`src/rtl/elbeth_nibble_fifo.sv`:
```
// elbeth_nibble_fifo: small synchronous FIFO buffering nibbles from an upstream
// 2-to-1 mux. Valid/ready on both sides, sticky overflow flag, synchronous flush.
module elbeth_nibble_fifo #(
    parameter int unsigned DATA_W = 4,
    parameter int unsigned DEPTH  = 4
) (
    input  logic                       clk,
    input  logic                       rst_n,
    input  logic                       wr_valid,
    input  logic [DATA_W-1:0]          wr_data,
    output logic                       wr_ready,
    output logic                       rd_valid,
    output logic [DATA_W-1:0]          rd_data,
    input  logic                       rd_ready,
    output logic [$clog2(DEPTH):0]     count,
    output logic                       overflow,
    input  logic                       clr
);

    localparam int unsigned PTR_W = $clog2(DEPTH);
    localparam int unsigned CNT_W = PTR_W + 1;

    logic [DATA_W-1:0] r_mem [DEPTH];
    logic [PTR_W-1:0]  r_wr_ptr;
    logic [PTR_W-1:0]  r_rd_ptr;
    logic [CNT_W-1:0]  r_count;
    logic              r_overflow;
    logic              r_wr_ready;
    logic              r_rd_valid;

    logic              w_wr_fire;
    logic              w_rd_fire;
    logic              w_full;
    logic [CNT_W-1:0]  w_count_nxt;
    logic              w_ovf_nxt;

    // Handshakes qualified only by registered flags, so no rd_ready -> wr_ready path.
    assign w_wr_fire = wr_valid & r_wr_ready;
    assign w_rd_fire = rd_ready & r_rd_valid;
    assign w_full    = (r_count == CNT_W'(DEPTH));

    // Next occupancy and overflow; flush overrides every other update.
    always_comb begin
        w_count_nxt = r_count;
        w_ovf_nxt   = r_overflow;
        if (clr) begin
            w_count_nxt = '0;
            w_ovf_nxt   = 1'b0;
        end else begin
            if (w_wr_fire && !w_rd_fire) begin
                w_count_nxt = r_count + CNT_W'(1);
            end else if (w_rd_fire && !w_wr_fire) begin
                w_count_nxt = r_count - CNT_W'(1);
            end
            if (wr_valid && w_full) begin
                w_ovf_nxt = 1'b1;
            end
        end
    end

    // Pointers, occupancy and status flags; flags are precomputed from the next count.
    always_ff @(posedge clk or negedge rst_n) begin
        if (!rst_n) begin
            r_wr_ptr   <= '0;
            r_rd_ptr   <= '0;
            r_count    <= '0;
            r_overflow <= 1'b0;
            r_wr_ready <= 1'b1;
            r_rd_valid <= 1'b0;
        end else begin
            if (clr) begin
                r_wr_ptr <= '0;
                r_rd_ptr <= '0;
            end else begin
                if (w_wr_fire) begin
                    r_wr_ptr <= r_wr_ptr + PTR_W'(1);
                end
                if (w_rd_fire) begin
                    r_rd_ptr <= r_rd_ptr + PTR_W'(1);
                end
            end
            r_count    <= w_count_nxt;
            r_overflow <= w_ovf_nxt;
            r_wr_ready <= (w_count_nxt != CNT_W'(DEPTH));
            r_rd_valid <= (w_count_nxt != '0);
        end
    end

    // Storage is not reset; an entry changes only on an accepted, non-flushed write.
    always_ff @(posedge clk) begin
        if (w_wr_fire && !clr) begin
            r_mem[r_wr_ptr] <= wr_data;
        end
    end

    assign wr_ready = r_wr_ready;
    assign rd_valid = r_rd_valid;
    assign rd_data  = r_mem[r_rd_ptr];
    assign count    = r_count;
    assign overflow = r_overflow;

endmodule

```
`config.mk`:
```
export PLATFORM = sky130hd
export DESIGN_NAME = elbeth_nibble_fifo
export DESIGN_NICKNAME = d
export VERILOG_FILES = /design/src/rtl/elbeth_nibble_fifo.sv
export SDC_FILE = /design/constraint.sdc
export NUM_CORES = 1
export LEC_CHECK = 0
export CORE_MARGIN = 2
export CORE_UTILIZATION = 35
export CTS_BUF_LIST = sky130_fd_sc_hd__clkbuf_16
export DETAILED_ROUTE_END_ITERATION = 10
export PLACE_DENSITY = 0.57
export SETUP_SLACK_MARGIN = 0.5
export SLEW_MARGIN = 20
export SYNTH_ARGS = -nofsm -noshare
export SYNTH_HDL_FRONTEND = slang
export SYNTH_SLANG_ARGS = --single-unit
```
`constraint.sdc`:
```
create_clock -name clk -period 2.3 [get_ports clk]
set_input_delay 0.23 -clock clk [delete_from_list [all_inputs] [get_ports clk]]
set_output_delay 0.23 -clock clk [all_outputs]
set_load 0.02 [all_outputs]
```
==> summary.txt, run 1 <==
Run status
  • Outcome: complete, no violations

Drt
  • Residual DRC: 0
  • 1st-pass router iterations: 4
  • Routed WL per cell: ~13 um
  • DR vias: between 700 and 800
  • DRT Wirelength: ~2000 um
  • Initial drt markers: 18
  • Vias per cell: ~4.5
  • Routed Antenna Nets: 0

Timing
  • Slew @ Worst Pin: 0.451 ns
  • Setup_tns: 0 ns
  • RSZ-0062 raised after global routing: no
  • Fmax: about 0.57 GHz
  • Hold Slack: 0.287 ns
  • Final worst path period need: 1.75 ns
  • Clk_skew: approximately 0.0033 ns
  • Endpoints failing setup: 0
  • Final Cycle Share: 0.759
  • Final Hold Viols: 0
  • Setup WS post-layout: between 0.5 and 0.6 ns
  • Final Max Tran Viols: 0
  • Rel. slew slack: 0.698

Synth
  • Main flop type after synthesis: edfxtp_1
  • Area share of fa/ha/maj cells after synthesis: 0.0813
  • Mapped Cells: between 80 and 90
  • Async SR Flop Fraction: 0.385
  • Cell variety after synth: 28
  • Most frequent cell after synthesis: edfxtp_1
  • Synth area leader: edfxtp_1
  • Mean Syn Cell Area: 14.1 um2
  • Synth top area cells: edfxtp_1 40%, dfrtp_1 19%, mux4_2 7.5%
  • Area fraction in compound gates after synthesis: 0.0417
  • Top post-synthesis cells by count: 16 x edfxtp_1, 9 x dfrtp_1, 7 x ha_1, 7 x nand2_1, 7 x nor2_1
  • Post-synthesis simple-gate area fraction: 0.117
  • Share of the synthesized area in the top cell type: 0.400
  • Post-synthesis register bit count: 26
  • Main combinational cell family by area after synthesis: simple AND/OR/NAND/NOR gates
  • Post-synthesis cell area: ~1200 um2
  • Post-synthesis xor/xnor area fraction: 0.0438
  • Seq/Total Area, Yosys: 0.609
  • Mapped Nets: 101
  • Post-synth EDFFs: 16
  • Mux share of post-synthesis cell area: 0.0844
  • Ys Warns: 0

Pwr
  • P_int: around 1.1 mW
  • Leakage power: 0.614 nW
  • Final Power: 1.51 mW
  • Switching part of the total: 0.262
  • P_sw: about 400 uW
  • Pwr/cell area: between 900 and 1000 nW/um2
  • Clock Power Share: 0.327
  • Sequential Power Share: 0.394
  • Peak VDD IR: around 0.51 mV
  • Part of the power in combinational logic: 0.280

CTS
  • CTS Buffer Depth: 2
  • CTS clk-pin slew, worst paths: 0.06 ns
  • CTS tree: built
  • CTS Root Cell: clkbuf_16
  • CTS Buf Count: 3
  • Hold-fix buffers, CTS: 0
  • CTS Sinks: 26
  • Insertion delay to the later sink of the worst-skew pair: 0.26 ns
  • # H-tree levels: 1

Die
  • Initial Util: 0.363
  • Full die area: approximately 3900 um2
  • Height of the die: approximately 63 um
  • Die Span X: about 63 um
  • Top Ports: 19
  • Core Region: 3310 um2
  • # rows: 21

Global route
  • Remaining Overflow, GRT: 0
  • GR Util All Layers: 0.113
  • Largest net degree at the start of global routing: 16
  • First-pass GRT wire length: 3370 um
  • Vias in the first global route: slightly below 700
  • Initial antenna violation count: 0

Min path
  • Hold Crit Class: input pin to async pin

Worst setup path
  • Crit path max fanout: 5
  • Critical Setup Path Class: flip-flop to flip-flop
  • Worst EP required: between 2 and 2.5 ns
  • Worst EP arrival: approximately 1.9 ns
  • CP Launch Type: flip-flop
  • Critical Path End Type: flip-flop

Layout
  • ANT cells: 0
  • Area grow syn2layout: 34.5%
  • Layout cells sized above 1: 0.272
  • Fin util: 0.488
  • Fillcell total: about 300
  • Fin nets: 131

Placed design
  • Hpwl dp: ~1500 um
  • IO Port Bufs: 18
  • RD Place Congestion: around 0.78
  • Dpl ws: ~0.39 ns

Job
  • Max_cap viols: 0
[path summary, 6_finish.rpt]
path / depth (start not counted) / to / slack, ns / startpoint
max reg2reg: 5 / wr_ready$_DFF_PN1_ / 0.55 / count[0]$_DFF_PN0_
min reg2reg: 2 / overflow$_DFFE_PN0P_ / 0.52 / overflow$_DFFE_PN0P_
min: 1 / r_wr_ptr[1]$_DFFE_PN0P_ / 0.29 / rst_n
min in group clk: 2 / overflow$_DFFE_PN0P_ / 0.52 / overflow$_DFFE_PN0P_
max: 5 / wr_ready$_DFF_PN1_ / 0.55 / count[0]$_DFF_PN0_
max in group asynchronous: 1 / wr_ready$_DFF_PN1_ / 1.68 / rst_n
[layout by cell type, fill, tap and decap left out, drive strengths merged, types with 2 or more instances in the layout]
cell / Yosys / routed
mux4: 4 / 4
dlygate4sd2: 0 / 2
and2: 3 / 3
nor3b: 4 / 4
nand2: 7 / 7
nor2: 7 / 7
edfxtp: 16 / 16
inv: 4 / 4
dfrtp: 9 / 9
xnor2: 4 / 4
ha: 7 / 7
clkbuf: 3 / 4
a21oi: 2 / 2
clkdlybuf4s50: 0 / 14
xor2: 2 / 2
buf: 0 / 11
[layer usage]
metal  part of all wire  track usage
met1               0.45        0.149
met2               0.49        0.179
met5                  0            0
met4              0.013       0.0333
met3              0.042       0.0378
[area by class of cell]
| class | instances | area [um2] | area share |
|---|---|---|---|
| Clock inverter | 1 | 30.0 | 0.0186 |
| Tap cell | 46 | 57.6 | 0.0356 |
| Inverter | 4 | 20.0 | 0.0124 |
| Sequential cell | 26 | 736 | 0.455 |
| Clock buffer | 3 | 75.1 | 0.0465 |
| Multi-Input combinational cell | 52 | 454 | 0.281 |
| Timing Repair Buffer | 28 | 243 | 0.150 |
[critical path: stages (launching register included)]
cell	delay, ns
dfrtp_2	0.45
inv_4	0.08
ha_4	0.20
or4_4	0.51
o211ai_2	0.08
or3b_1	0.36
[cell families (layout without fill, tap and decap cells)]
group	count (synthesis)	count (layout)
fa+ha+maj	8	8
flops	26	26
xor+xnor	6	6
compound gates	7	7
simple gates	26	26
mux	5	5
buf+inv	7	36
[power by group through the flow]
stage | Combinational [mW] | Sequential [mW] | Clock, mW
6_report | 0.421 | 0.593 | 0.493
5_1_grt | 0.465 | 0.602 | 0.529
3_5_place_dp | 0.390 | 0.610 | 0
3_3_place_gp | 0.386 | 0.607 | 0
2_1_floorplan | 0.232 | 0.620 | 0
4_1_cts | 0.393 | 0.594 | 0.510
[flip-flops by register name, summed over array words and instances (netlist names)]
register,cells
count,3
r_rd_ptr,2
r_mem,16
rd_valid,1
r_wr_ptr,2
wr_ready,1
overflow,1
[through the flow]
step                std cells  area, um2
floorplan                  85       1220
global placement          151       1480
detailed placement        151       1480
CTS                       156       1580
global route              160       1620
finish                    160       1620
[what timing repair did]
action | 4_1_cts | 5_1_grt
buffers inserted | 1 | 4
hold endpoints to repair | 0 | 0
gates resized for setup | 8 | 4
endpoints found under the setup margin | 4 | 2
pin swaps | 0 | 1
(Power assumes the default switching activity.)
==> run 2: changes to the inputs <==
--- a/config.mk
+++ b/config.mk
@@ -9,7 +9,7 @@
 export CORE_UTILIZATION = 35
 export CTS_BUF_LIST = sky130_fd_sc_hd__clkbuf_16
 export DETAILED_ROUTE_END_ITERATION = 10
-export PLACE_DENSITY = 0.57
+export PLACE_DENSITY = 0.59
 export SETUP_SLACK_MARGIN = 0.5
 export SLEW_MARGIN = 20
 export SYNTH_ARGS = -nofsm -noshare
==> constraint.sdc (replaced) <==
create_clock -name clk -period 1.6 [get_ports clk]
set_input_delay 0.16 -clock clk [delete_from_list [all_inputs] [get_ports clk]]
set_output_delay 0.16 -clock clk [all_outputs]
set_load 0.02 [all_outputs]
==> run 2 against run 1 <==
  * The run now ends with setup timing left
  * Register-to-register slack got worse by 0.67 ns
  * Wire length rose by 14%
  * Die area did not move
  * Worst setup slack got worse by 0.67 ns
  * Total power rose by 71%
  * Sequential share of layout area fell by 8.3 points
  * Combinational power rose by 140%
  * Core utilization rose by 11 points
  * Critical path depth did not move
  * Cell area rose by 22%
  * Non-clock buffer count rose by 21
  * Clock skew rose by 0.0019 ns
==> summary.txt, run 2 (synthesized netlist as in run 1, its figures left out) <==
CTS
  • # H-tree levels: 1 (unchanged)
  • CTS Root Cell: clkbuf_16
  • Insertion delay to the later sink of the worst-skew pair: 0.26 ns (about the same)
  • CTS Sinks: 26 (unchanged)
  • CTS clk-pin slew, worst paths: 0.06 ns (about the same)
  • CTS Buf Count: 3 (unchanged)
  • CTS tree: built
  • CTS Buffer Depth: 2 (unchanged)
  • Hold-fix buffers, CTS: 0 (unchanged)

Layout
  • Fillcell total: 265 (-13%)
  • Most frequent cells in the layout: 24 x buf_6, 16 x edfxtp_1, 14 x buf_4
  • Fin nets: 152 (+16%)
  • Layout cells sized above 1: 0.570 (+0.298)
  • FF+latch area: 736 um2 (unchanged)
  • ANT cells: 0 (unchanged)
  • Area grow syn2layout: 64.6%
  • Commonest non-fill, non-tap cell in the layout: buf_6
  • Multi-input logic area: 559 um2 (+23%)
  • Largest register FFs: 16 (unchanged)
  • Top reg by flops: r_mem

Global route
  • Largest net degree at the start of global routing: 16 (unchanged)
  • Vias in the first global route: 845 (+23%)
  • Initial antenna violation count: 0 (unchanged)
  • GR Util All Layers: 0.132 (+0.0184)
  • First-pass GRT wire length: 3930 um (+17%)
  • Remaining Overflow, GRT: 0 (unchanged)

Timing
  • Final Cycle Share: 1.07 (+0.311)
  • Final Hold Viols: 0 (unchanged)
  • Clk_skew: 0.00518 ns (+0.00188 ns)
  • Hold Slack: 0.236 ns (-0.0506 ns)
  • Setup_tns: -0.116 ns (-0.116 ns)
  • Slew @ Worst Pin: 0.505 ns (+0.0539 ns)
  • Rel. slew slack: 0.662 (-0.0361)
  • RSZ-0062 raised after global routing: yes
  • Final Max Tran Viols: 0 (unchanged)
  • Setup WS post-layout: -0.112 ns (-0.666 ns)
  • Endpoints failing setup: 3 (+3)
  • Final worst path period need: 1.71 ns (-0.0341 ns)
  • Fmax: 0.584 GHz (+2.0%)

Drt
  • Vias per cell: 4.52 (+0.55%)
  • DR vias: 819 (+14%)
  • Initial drt markers: 23 (+5)
  • 1st-pass router iterations: 4 (unchanged)
  • Residual DRC: 0 (unchanged)
  • DRT Wirelength: 2320 um (+14%)
  • Routed Antenna Nets: 0 (unchanged)
  • Routed WL per cell: 12.8 um (+0.93%)

Job
  • Max_cap viols: 0 (unchanged)

Placed design
  • Hpwl dp: 1640 um (+7.6%)
  • IO Port Bufs: 18 (unchanged)
  • RD Place Congestion: 0.808 (+4.2%)

Run status
  • Failing checks: setup timing
  • Outcome: finished, violations left

Die
  • Core Region: 3310 um2 (unchanged)
  • Die Span X: 62.6 um (unchanged)
  • Full die area: 3920 um2 (unchanged)
  • # rows: 21 (unchanged)
  • Height of the die: 62.6 um (unchanged)
  • Top Ports: 19 (unchanged)
  • Initial Util: 0.363 (unchanged)

Pwr
  • Pwr/cell area: 1300 nW/um2 (+40%)
  • Leakage power: 0.797 nW (+30%)
  • Peak VDD IR: 0.907 mV (+79%)
  • Final Power: 2.58 mW (+71%)

Worst setup path
  • CP Launch Type: flip-flop
  • Worst EP arrival: 1.89 ns (-0.04 ns)
  • Critical path's slowest cell: or4_4
  • Critical Setup Path Class: flip-flop to flip-flop
  • Crit path max fanout: 4 (-1)
  • CP peak stage delay: 0.48 ns (-0.03 ns)
  • Worst EP required: 1.78 ns (-0.70 ns)
  • CP cell instances: inv_2 > ha_4 > or4_4 > o211ai_2 > or3b_1
  • Critical Path End Type: flip-flop

Min path
  • Hold Crit Class: input pin to async pin
-- run 2: cell types whose count changed in the layout (fill, tap and decap cells not counted), sizes merged --
cell	delta
buf	+29
clkbuf	-1
clkdlybuf4s15	+1
clkdlybuf4s50	-6
dlygate4sd2	-2
-- run 2: cell type report --
| type | count | share of cell area |
|---|---|---|
| clock inverters | 1 | 0.0152 |
| well taps | 46 | 0.0291 |
| multi-input cells | 52 | 0.283 |
| repair buffers | 49 | 0.254 |
| inverters | 4 | 0.00886 |
| clock buffers | 3 | 0.0380 |
| flip-flops and latches | 26 | 0.372 |
-- run 2: where the power goes --
part / internal (mW) / switching, mW
Combinational: 0.603 / 0.410
Clock: 0.497 / 0.216
Sequential: 0.784 / 0.0687
-- run 2: through the flow --
stage                util  instances  setup slack [ns]  instance area, um2
floorplan               -         85            -0.148                1300
global placement    0.500        164            -0.163                1660
detailed placement  0.500        164            -0.191                1660
CTS                 0.555        173            -0.112                1840
global route        0.597        181            -0.191                1980
finish              0.597        181            -0.112                1980
-- run 2: final timing paths --
kind / end / slack [ns] / start / depth (start not counted)
setup / recovery: wr_ready$_DFF_PN1_ / -0.11 / count[0]$_DFF_PN0_ / 5
hold / removal: count[2]$_DFF_PN0_ / 0.24 / rst_n / 1
setup reg to reg: wr_ready$_DFF_PN1_ / -0.11 / count[0]$_DFF_PN0_ / 5
hold reg to reg: overflow$_DFFE_PN0P_ / 0.51 / overflow$_DFFE_PN0P_ / 2
max in group asynchronous: count[0]$_DFF_PN0_ / 0.99 / rst_n / 1
min in group clk: overflow$_DFFE_PN0P_ / 0.51 / overflow$_DFFE_PN0P_ / 2
-- run 2: timing repair --
item / CTS / global route
gates resized for setup: 65 / 23
pin swaps: 6 / 6
buffers inserted: 5 / 8
setup endpoints to repair: 33 / 33
-- run 2: per-layer routing --
layer  wire (um)  GRT usage
met2        1170      0.214
met4          21     0.0333
met3          76     0.0414
met1        1050      0.172
met5           0          0
-- run 2: critical path: cells and delay by family, from the launching register on --
| kind | cells | cell delay (ns) |
|---|---|---|
| simple gates | 2 | 0.84 |
| flops | 1 | 0.43 |
| fa+ha+maj | 1 | 0.20 |
| buf+inv | 1 | 0.09 |
| compound gates | 1 | 0.08 |
==> run 3: changes to the inputs <==
--- a/config.mk
+++ b/config.mk
@@ -10,6 +10,7 @@
 export CTS_BUF_LIST = sky130_fd_sc_hd__clkbuf_16
 export DETAILED_ROUTE_END_ITERATION = 10
 export PLACE_DENSITY = 0.59
+export REMOVE_ABC_BUFFERS = 1
 export SETUP_SLACK_MARGIN = 0.5
 export SLEW_MARGIN = 20
 export SYNTH_ARGS = -nofsm -noshare
==> run 3 against run 2 <==
  * The run still ends with setup timing left
  * Count of clock-buffer cells in the layout unchanged
  * Global-route usage rose by 0.88 points
  * Worst setup slack got worse by 0.0015 ns
  * Clock skew is 0.0029 ns lower
  * Sequential cell count unchanged
  * Sequential share of layout area rose by 1.2 points
  * Critical endpoint unchanged
  * Largest cell class unchanged
  * Highest routed layer unchanged
==> summary.txt, run 3 (synthesized netlist as in run 1, its figures left out) <==
Job
  • Max_cap viols: 0 (unchanged)

Layout
  • Commonest non-fill, non-tap cell in the layout: buf_6
  • Top reg by flops: r_mem
  • Largest register FFs: 16 (unchanged)
  • Fillcell total: 288 (+8.7%)
  • Fin nets: 152 (unchanged)
  • FF+latch area: 733 um2 (-0.34%)
  • Multi-input logic area: 520 um2 (-6.9%)
  • Area grow syn2layout: 59.1%
  • Most frequent cells in the layout: 25 x buf_6, 16 x edfxtp_1, 15 x buf_4
  • Layout cells sized above 1: 0.519 (-0.0519)
  • ANT cells: 0 (unchanged)
  • Design area: 1910 um2 (-3.4%)

Drt
  • Vias per cell: 4.60 (+1.6%)
  • 1st-pass router iterations: 2 (-2)
  • DR vias: 832 (+1.6%)
  • Initial drt markers: 6 (-74%)
  • Residual DRC: 0 (unchanged)
  • Routed WL per cell: 13.9 um (+8.7%)
  • DRT Wirelength: 2520 um (+8.7%)
  • Routed Antenna Nets: 0 (unchanged)

Pwr
  • Peak VDD IR: 0.759 mV (-16%)
  • Leakage power: 0.781 nW (-2.0%)
  • Final Power: 2.53 mW (-1.9%)
  • Pwr/cell area: 1320 nW/um2 (+1.5%)

Die
  • Die Span X: 62.6 um (unchanged)
  • Height of the die: 62.6 um (unchanged)
  • # rows: 21 (unchanged)
  • Initial Util: 0.363 (unchanged)
  • Full die area: 3920 um2 (unchanged)
  • Core Region: 3310 um2 (unchanged)
  • Top Ports: 19 (unchanged)

Global route
  • Initial antenna violation count: 0 (unchanged)
  • Largest net degree at the start of global routing: 16 (unchanged)
  • Vias in the first global route: 926 (+9.6%)
  • Met3 GRT Util: 0.0234 (-0.0180)
  • GR Util met1: 0.175 (+0.00293)
  • First-pass GRT wire length: 4230 um (+7.7%)
  • Remaining Overflow, GRT: 0 (unchanged)
  • Met2 GRT Util: 0.254 (+0.0403)
  • Global routing's busiest layer: met2
  • GR Util All Layers: 0.140 (+0.00877)

Worst setup path
  • Critical Setup Path Class: flip-flop to flip-flop
  • Crit path max fanout: 2 (-2)
  • Worst EP required: 1.78 ns (about the same)
  • CP Launch Type: flip-flop
  • Worst EP arrival: 1.89 ns (about the same)
  • RR Startpoint: count[1]$_DFF_PN0_
  • Critical Path End Type: flip-flop
  • CP startpoint: count[1]$_DFF_PN0_

Timing
  • RSZ-0062 raised after global routing: yes
  • Final worst path period need: 1.71 ns (+0.00152 ns)
  • Clk_skew: 0.00231 ns (-0.00287 ns)
  • Fmax: 0.583 GHz (about the same)
  • Final Cycle Share: 1.07 (about the same)
  • Endpoints failing setup: 5 (+2)
  • Setup WS post-layout: -0.114 ns (-0.00152 ns)
  • Final Max Tran Viols: 0 (unchanged)
  • Final Hold Viols: 0 (unchanged)
  • Slew @ Worst Pin: 0.507 ns (+0.00138 ns)
  • Rel. slew slack: 0.661 (-0.000923)

CTS
  • # H-tree levels: 1 (unchanged)
  • CTS Buf Count: 3 (unchanged)
  • Insertion delay to the later sink of the worst-skew pair: 0.26 ns (about the same)
  • CTS Buffer Depth: 2 (unchanged)
  • CTS clk-pin slew, worst paths: 0.06 ns (about the same)
  • CTS Root Cell: clkbuf_16
  • CTS tree: built
  • Hold-fix buffers, CTS: 0 (unchanged)
  • CTS Sinks: 26 (unchanged)

Run status
  • Failing checks: setup timing
  • Outcome: finished, violations left

Placed design
  • RD Place Congestion: 0.827 (+2.4%)
  • Post-DP Area: 1580 um2 (-4.8%)
  • Hpwl dp: 1720 um (+5.1%)
  • IO Port Bufs: 18 (unchanged)
  • Dpl ws: -0.176 ns (+0.0154 ns)

Min path
  • Hold Crit Class: input pin to async pin
-- run 3: per-layer routing --
| layer | share of wire | wire length, um |
|---|---|---|
| met2 | 0.53 | 1330 |
| met4 | 0.0079 | 20 |
| met3 | 0.031 | 78 |
| met1 | 0.43 | 1090 |
| met5 | 0 | 0 |
-- run 3: per-stage QoR --
step                      hold slack (ns)  setup TNS, ns  cells  utilization
final                               0.238         -0.221    181        0.577
after global routing                0.280         -0.483    181        0.577
after CTS                           0.246         -0.167    175        0.536
after detailed placement            0.499         -0.763    166        0.476
after global placement              0.488         -0.698    166        0.476
after floorplan                    -0.136         -0.520     82            -
-- run 3: final cells by class --
| class | instances | share of cell area |
|---|---|---|
| Clock buffer | 3 | 0.0393 |
| Clock inverter | 1 | 0.0157 |
| Inverter | 4 | 0.00786 |
| Multi-Input combinational cell | 52 | 0.272 |
| Sequential cell | 26 | 0.384 |
| Tap cell | 46 | 0.0301 |
| Timing Repair Buffer | 49 | 0.251 |
-- run 3: worst paths after layout --
kind	end	depth (start not counted)	slack [ns]
setup / recovery	wr_ready$_DFF_PN1_	5	-0.11
hold / removal	r_wr_ptr[1]$_DFFE_PN0P_	1	0.24
setup reg to reg	wr_ready$_DFF_PN1_	5	-0.11
hold reg to reg	overflow$_DFFE_PN0P_	2	0.51
max in group asynchronous	r_rd_ptr[0]$_DFFE_PN0P_	1	1.00
min in group clk	overflow$_DFFE_PN0P_	2	0.51
-- run 3: critical path: stages (launching register included) --
cell and delay, ns:
dfrtp_1 0.41, inv_2 0.09, ha_4 0.20, or4_4 0.47
o211ai_2 0.08, or3b_1 0.37
-- run 3: where the power goes --
group	switching, mW	total [mW]	internal, mW
logic	0.400	0.972	0.571
registers	0.0597	0.840	0.781
clock network	0.219	0.717	0.497
total	0.679	2.53	1.85
-- run 3: repair_timing --
item	in CTS	in global routing
resized for setup	67	25
pin swaps	4	3
setup buffers	5	6
endpoints found under the setup margin	33	34
